`src/rtl/mips_mem_arb_pkg.sv`:
```
// Shared types and defaults for the MIPS single-port memory arbiter.
package mips_mem_arb_pkg;

    // Waitrequest cycles tolerated per access before the access is abandoned.
    localparam int MAX_WAIT_DEFAULT = 16;

    // One CPU instruction is a FETCH -> DATA -> COMMIT round; HALT is terminal.
    typedef enum logic [1:0] {
        FETCH  = 2'd0,
        DATA   = 2'd1,
        COMMIT = 2'd2,
        HALT   = 2'd3
    } state_t;

endpackage

```
`src/rtl/mips_mem_arb_wdog.sv`:
```
// Per-access stall counter. 'expired' is high once MAX_WAIT-1 stalled cycles
// have been seen, so a further stalled cycle is the one that hits the limit.
module mips_mem_arb_wdog #(
    parameter int MAX_WAIT = 16
) (
    input  logic clk,
    input  logic reset,
    input  logic clear,
    input  logic count_en,
    output logic expired
);
    localparam int CW = (MAX_WAIT > 1) ? $clog2(MAX_WAIT) : 1;

    logic [CW-1:0] count_q;

    // Stall counter: clear has priority, otherwise count stalled cycles.
    always_ff @(posedge clk) begin
        if (reset) begin
            count_q <= '0;
        end else if (clear) begin
            count_q <= '0;
        end else if (count_en) begin
            count_q <= count_q + CW'(1);
        end else begin
            count_q <= count_q;
        end
    end

    assign expired = (count_q == CW'(MAX_WAIT - 1));

endmodule

```
`src/rtl/mips_mem_arbiter.sv`:
```
// Shares one single-port memory between the CPU fetch and data ports.
// Each instruction runs FETCH -> DATA -> COMMIT; clk_enable pulses in COMMIT.
module mips_mem_arbiter
    import mips_mem_arb_pkg::*;
#(
    parameter int MAX_WAIT = MAX_WAIT_DEFAULT
) (
    input  logic        clk,
    input  logic        reset,
    input  logic        cpu_active,
    input  logic [31:0] instr_address,
    output logic [31:0] instr_readdata,
    input  logic [31:0] data_address,
    input  logic        data_read,
    input  logic        data_write,
    input  logic [31:0] data_writedata,
    output logic [31:0] data_readdata,
    output logic        clk_enable,
    output logic [31:0] mem_address,
    output logic        mem_read,
    output logic        mem_write,
    output logic [31:0] mem_writedata,
    input  logic [31:0] mem_readdata,
    input  logic        mem_waitrequest,
    output logic        bus_error
);
    state_t      state_q;
    state_t      state_d;
    logic [31:0] instr_q;
    logic [31:0] data_q;
    logic        bus_error_q;

    logic        mem_read_s;
    logic        mem_write_s;
    logic        commit_s;
    logic        wait_en_s;
    logic        advance_s;
    logic        idle_s;
    logic        timeout_s;
    logic        expired_s;
    logic        instr_ld_s;
    logic        data_ld_s;
    logic        err_set_s;
    logic [31:0] load_val_s;

    mips_mem_arb_wdog #(
        .MAX_WAIT (MAX_WAIT)
    ) u_wdog (
        .clk      (clk),
        .reset    (reset),
        .clear    (advance_s | idle_s),
        .count_en (wait_en_s),
        .expired  (expired_s)
    );

    // Next state, memory strobes and latch/error enables for the current state.
    always_comb begin
        state_d       = state_q;
        mem_address   = 32'h0000_0000;
        mem_writedata = 32'h0000_0000;
        mem_read_s    = 1'b0;
        mem_write_s   = 1'b0;
        commit_s      = 1'b0;
        wait_en_s     = 1'b0;
        advance_s     = 1'b0;
        idle_s        = 1'b0;
        timeout_s     = 1'b0;
        instr_ld_s    = 1'b0;
        data_ld_s     = 1'b0;
        err_set_s     = 1'b0;
        case (state_q)
            FETCH: begin
                mem_address = instr_address;
                mem_read_s  = 1'b1;
                wait_en_s   = mem_waitrequest;
                if (!mem_waitrequest || expired_s) begin
                    timeout_s  = mem_waitrequest;
                    instr_ld_s = 1'b1;
                    advance_s  = 1'b1;
                    state_d    = DATA;
                end else begin
                    state_d = FETCH;
                end
            end
            DATA: begin
                if (data_write) begin
                    // A simultaneous load request loses to the store and is flagged.
                    mem_address   = data_address;
                    mem_write_s   = 1'b1;
                    mem_writedata = data_writedata;
                    wait_en_s     = mem_waitrequest;
                    err_set_s     = data_read;
                    if (!mem_waitrequest || expired_s) begin
                        timeout_s = mem_waitrequest;
                        advance_s = 1'b1;
                        state_d   = COMMIT;
                    end else begin
                        state_d = DATA;
                    end
                end else if (data_read) begin
                    mem_address = data_address;
                    mem_read_s  = 1'b1;
                    wait_en_s   = mem_waitrequest;
                    if (!mem_waitrequest || expired_s) begin
                        timeout_s = mem_waitrequest;
                        data_ld_s = 1'b1;
                        advance_s = 1'b1;
                        state_d   = COMMIT;
                    end else begin
                        state_d = DATA;
                    end
                end else begin
                    advance_s = 1'b1;
                    state_d   = COMMIT;
                end
            end
            COMMIT: begin
                commit_s = 1'b1;
                idle_s   = 1'b1;
                if (cpu_active) begin
                    state_d = FETCH;
                end else begin
                    state_d = HALT;
                end
            end
            HALT: begin
                idle_s  = 1'b1;
                state_d = HALT;
            end
            default: begin
                idle_s  = 1'b1;
                state_d = FETCH;
            end
        endcase
        // An abandoned read returns zero rather than whatever the bus shows.
        if (timeout_s) begin
            load_val_s = 32'h0000_0000;
        end else begin
            load_val_s = mem_readdata;
        end
        err_set_s = err_set_s | timeout_s;
    end

    // State register, latched read words and sticky bus error.
    always_ff @(posedge clk) begin
        if (reset) begin
            state_q     <= FETCH;
            instr_q     <= 32'h0000_0000;
            data_q      <= 32'h0000_0000;
            bus_error_q <= 1'b0;
        end else begin
            state_q <= state_d;
            if (instr_ld_s) begin
                instr_q <= load_val_s;
            end
            if (data_ld_s) begin
                data_q <= load_val_s;
            end
            if (err_set_s) begin
                bus_error_q <= 1'b1;
            end
        end
    end

    // Strobes and commit are suppressed while reset is held so an
    // interrupted access stops immediately and never commits.
    assign mem_read       = mem_read_s  & ~reset;
    assign mem_write      = mem_write_s & ~reset;
    assign clk_enable     = commit_s    & ~reset;
    assign instr_readdata = instr_q;
    assign data_readdata  = data_q;
    assign bus_error      = bus_error_q;

endmodule

```
`config.mk`:
```
export PLATFORM = sky130hd
export DESIGN_NAME = mips_mem_arbiter
export DESIGN_NICKNAME = d
export VERILOG_FILES = /design/src/rtl/mips_mem_arb_pkg.sv /design/src/rtl/mips_mem_arb_wdog.sv /design/src/rtl/mips_mem_arbiter.sv
export SDC_FILE = /design/constraint.sdc
export NUM_CORES = 1
export LEC_CHECK = 0
export BUFFER_PORTS_ARGS = -buffer_cell sky130_fd_sc_hd__buf_2
export CAP_MARGIN = 20
export CORE_AREA = 2 2 104 106
export DETAILED_ROUTE_END_ITERATION = 12
export DIE_AREA = 0 0 106 108
export PLACE_DENSITY_LB_ADDON = 0.1
export SLEW_MARGIN = 20
export SYNTH_ARGS = -nofsm -noshare
export SYNTH_HDL_FRONTEND = slang
export SYNTH_SLANG_ARGS = --single-unit
```
`constraint.sdc`:
```
create_clock -name clk -period 1.8 [get_ports clk]
set_input_delay 0.27 -clock clk [delete_from_list [all_inputs] [get_ports clk]]
set_output_delay 0.27 -clock clk [all_outputs]
set_load 0.05 [all_outputs]
```
Yosys cells after proc, flatten, opt, wreduce, memory -nomap -nowiden
Cells that the tools add are included.

operators by class
  add/subtract/negate cells = 1
  equality and inequality tests = 4
  muxes and demuxes = 36
  bitwise gates (word level) = 6
  reduce and logical (&&, ||, !) cells = 5

operator list
  cell                                                  count
  two-way mux 32 bit                                    5
  case mux 32 bit (2 select lines)                      1
  two-way mux 1 bit                                     21
  two-way mux 2 bit                                     4
  case mux 1 bit (2 select lines)                       4
  case mux 2 bit (4 select lines)                       1
  adder 4 x 1 -> 4 bit (second input constant)          1
  equality test 2 bit (second input constant)           2
  equality test 4 bit (second input constant)           1
  OR reduction 2 bit                                    2
  bitwise AND 1 bit                                     3
  equality test 2 x 1 -> 1 bit (second input constant)  1
  logical NOT 2 bit                                     1
  OR 1 bit                                              2
  logical NOT 1 bit                                     1
  logical OR 1 bit                                      1
  NOT 1 bit                                             1

storage, ports and cells
  flip-flop bits (word level) = 71
  input port bits = 134

Longest topological paths before layout
  depth after elaboration = 8
  mapped depth = 6
  mapped depth without buffers = 4

Cells and area by module
From an unflattened synthesis, not the netlist that was laid out.

second synthesis, totals
  cell total of the unflattened synthesis = 337
  area total of the unflattened synthesis = 3080.5 um2

modules (own cells, without submodules)
  module             instances  cells each  area each (um2)  sequential area each (um2)
  mips_mem_arbiter   1          319         2896.5           1341.3
  mips_mem_arb_wdog  1          18          183.9            80.1

Worst setup path before layout
No wires, ideal clock.

  path kind = input to output
  from = input reset
  to = output clk_enable
  arrival = 1776 ps
  data required time = 1530 ps
  slack = -246 ps
  stages on the path = 3
  buffers on the path = 2
  path through = clkbuf_1 > clkbuf_1 > nor3b_1

on the way
  word-level cells in the longest chain between the ends = 2

RTL lines
  element            line                     RTL
  start, declared    mips_mem_arbiter.sv:9    input logic reset,
  NOT 1 bit          mips_mem_arbiter.sv:169  assign clk_enable = commit_s & ~reset;
  bitwise AND 1 bit  mips_mem_arbiter.sv:169
  end, declared      mips_mem_arbiter.sv:18   output logic clk_enable,

Every way passes these cells.

Final worst setup path
  from = register state_q[1]
  to = output mem_write

on the way
  word-level cells in the longest chain between the ends = 3

RTL lines
  element                       line                     RTL
  start, declared               mips_mem_arbiter.sv:27   state_t state_q;
  start signal, assigned        mips_mem_arbiter.sv:152  state_q <= state_d;
  equality test 2 x 1 -> 1 bit  mips_mem_arbiter.sv:71   case (state_q)
  two-way mux 1 bit             mips_mem_arbiter.sv:71
  bitwise AND 1 bit             mips_mem_arbiter.sv:168  assign mem_write = mem_write_s & ~reset;
  end, declared                 mips_mem_arbiter.sv:21   output logic mem_write,

Every way passes these cells.

==> impl_metrics.csv <==
group,metric,value,unit
yosys,netlist_area,3690,µm²
placement,portBuffers,265,
sta,min_period,1820,ps
clocking,cts_buffers,9,
critical_path,cp_top_family,"simple AND/OR/NAND/NOR gates",
drt,drc_errors,0,
drt,wl_per_cell,19.2,µm
sta,slew_headroom,58.2,%
critical_path,rr_worst_depth,5,
clocking,clkTransAtPathRegs,80,ps
outcome,violations,"negative setup slack",
global_route,grt_pass1_wl,22900,µm
drt,via_per_inst,5.53,
floorplan,ios,266,
drt,ant_nets,0,
clocking,clk-insertion-delay-late,350,ps
drt,wl,16100,µm
finish,final_common_cell,"buf_2",
drt,dr.pass1.iters,5,
worst_hold_path,min_from,"mem_readdata[7]",
finish,fin_cells,840,
sta,setup_ws,-18.4,ps
placement,dp_hpwl,10900,µm
yosys,avgSynthCellArea,8.24,µm²
floorplan,die_h,108,µm
critical_path,critPathMaxStageDelay,370,ps
floorplan,num_rows,37,
finish,layout.nets,833,
worst_hold_path,hold_end,"data_readdata[7]",
global_route,grtUsageTotal,25.7,%
sta,period_share,101,%
sta,hold_viol,0,
drt,vias,4646,
clocking,cts_tree,"done",
floorplan,core-area,10200,µm²
yosys,syn_nets,583,
sta,fmax,550,MHz
flow_run,drv_cap,0,
yosys,ys_seq_elements,71,
placement,placedCellCount,816,
global_route,grt_overflow_total,0,
clocking,clock-sinks,71,
floorplan,die-area,11400,µm²
floorplan,die_w,106,µm
outcome,status,"finished with violations",
critical_path,worst_ep_arrival_time,1550,ps
global_route,grt_start_max_net_pins,60,
critical_path,cp-end-kind,"output pin",
worst_hold_path,hp-class,"input pin to register",
critical_path,path_cells,"and3b_2 -> buf_12 -> nor2b_2 -> buf_6",
sta,clock_skew,9.98,ps
critical_path,r2r-start,"state_q[1]",
floorplan,initial_core_util,36.1,%
yosys,seq_area_frac_synth,38.5,%
sta,worst_pin_slew,628,ps
clocking,cts_max_level,3,
critical_path,r2r-end,"data_readdata[28]",
sta,drv_slew,0,
clocking,cts_buffer_depth,2,
finish,utilization,60.1,%
clocking,ctsHoldBuffers,0,
global_route,grt_pass1_vias,4276,
worst_hold_path,hold_depth,3,
sta,finalSetupViolCount,13,
power,cellPowerDensity,821,nW/µm²
finish,layout_common_cells,"buf_2, nand3_1, dfxtp_1",
critical_path,cp_num_buf_inv,2,
finish,area_delta_synth_final,66.7,%
power,ir_worst_vdd,0.423,mV
critical_path,path_class,"register to output pin",
critical_path,worstPathRequired,1530,ps
critical_path,critPathMaxFanout,17,
yosys,ys_warn_count,0,
yosys,syn_inst,448,
critical_path,crit_path_top_delay_cell,"dfxtp_4",
placement,gp_congestion,0.836,
critical_path,r2r_slack,190,ps
clocking,clock-root-buffer,"clkbuf_8",
yosys,synthDistinctLibCells,35,
drt,drt_iter0_markers,408,
sta,rsz0062_at_grt,"yes",
global_route,antenna_found_initial,1,
power,leakage,2.73,nW
critical_path,start_kind,"register",
finish,drive_gt1_share,50.1,%
-- flip-flops by register name, indices dropped and copies added, names as in the netlist --
register	cells
u_wdog.count_q	4
state_q	2
data_readdata	32
instr_readdata	32
bus_error	1
-- power by group --
group	switching (mW)	internal (mW)
clock	0.646	0.682
combinational	1.27	0.727
sequential	0.0681	1.66
-- layer usage --
layer  share of wire (%)  track usage, %
met5               0.081               0
met2                  49            40.5
met4                 1.0            6.30
met1                  40            33.2
met3                  10            9.95
-- how the worst max path moves through the flow --
stage                from                 to  slack (ps)  cells past startpoint
3_3_place_gp   state_q[1]  data_readdata[28]         170                      5
2_1_floorplan  state_q[1]          mem_write           6                      4
4_1_cts        state_q[1]   mem_writedata[4]         -40                      4
6_report       state_q[1]          mem_write         -20                      4
3_5_place_dp   state_q[1]  data_readdata[29]         130                      5
5_1_grt        state_q[0]    mem_address[27]         -90                      5
-- metrics by stage --
step / power, mW / TNS, ps / worst slack [ps] / cell area, µm² / hold slack, ps
global route: 5.24 / -3480 / -88.7 / 6150 / 189
detailed placement: 3.46 / 0 / 129 / 5230 / 462
finish: 5.05 / -107 / -18.4 / 6150 / 212
floorplan: 2.94 / 0 / 6.24 / 3700 / 418
global placement: 3.44 / 0 / 171 / 5230 / 430
CTS: 4.97 / -197 / -35.7 / 5780 / 192
-- layout make-up --
| type | instances | area (µm²) |
|---|---|---|
| Antenna cell | 1 | 2.50 |
| Clock buffer | 10 | 138 |
| Clock inverter | 6 | 67.6 |
| Fill cell | 928 | 4080 |
| Inverter | 3 | 11.3 |
| Multi-Input combinational cell | 322 | 2120 |
| Sequential cell | 71 | 1430 |
| Tap cell | 136 | 170 |
| Timing Repair Buffer | 291 | 2210 |
-- Yosys cell counts (all sizes together) --
cell type | count | share of area (%)
a21boi | 1 | 0.20
a21oi | 35 | 4.7
a22o | 32 | 7.6
a22oi | 32 | 6.5
a31oi | 33 | 5.6
and2 | 32 | 5.4
and3 | 1 | 0.17
and3b | 1 | 0.24
buf | 26 | 4.4
clkbuf | 26 | 2.6
clkinv | 1 | 0.10
dfxtp | 71 | 38
ha | 1 | 0.34
inv | 2 | 0.20
nand2 | 1 | 0.10
nand2b | 33 | 5.6
nand3 | 98 | 13
nand4 | 1 | 0.17
nand4b | 2 | 0.47
nor2 | 6 | 0.61
nor2b | 1 | 0.17
nor3 | 2 | 0.41
nor3b | 2 | 0.54
nor4bb | 1 | 0.68
o21ai | 2 | 0.27
o31ai | 1 | 0.20
or2 | 1 | 0.17
or3b | 1 | 0.24
xnor2 | 1 | 0.24
xor2 | 1 | 0.24
-- tightest hold or removal path: cells and delay by family --
family	cells	cell delay, ps
AOI/OAI and AO/OA	1	70
buffers and inverters	1	110
and+or+nand+nor	1	70
-- kinds of logic (layout without fill, tap and decap cells) --
kind of cell,count (synthesis),after routing,synth area share [%]
other,0,1,0
flip-flops,71,71,38.5
adder cells (fa/ha/maj),1,1,0.339
AO/OA/AOI/OAI,136,136,25.1
buffers and inverters,55,310,7.32
XOR/XNOR,2,2,0.475
AND/OR/NAND/NOR,183,183,28.3
-- repair_timing --
| action | in CTS | in global routing |
|---|---|---|
| pin swaps | 2 | 4 |
| gates cloned | 1 | 2 |
| setup buffers | 1 | 4 |
| resized for setup | 104 | 95 |
| setup endpoints to repair | 67 | 67 |
No activity file was read; power rests on OpenSTA's default activity.
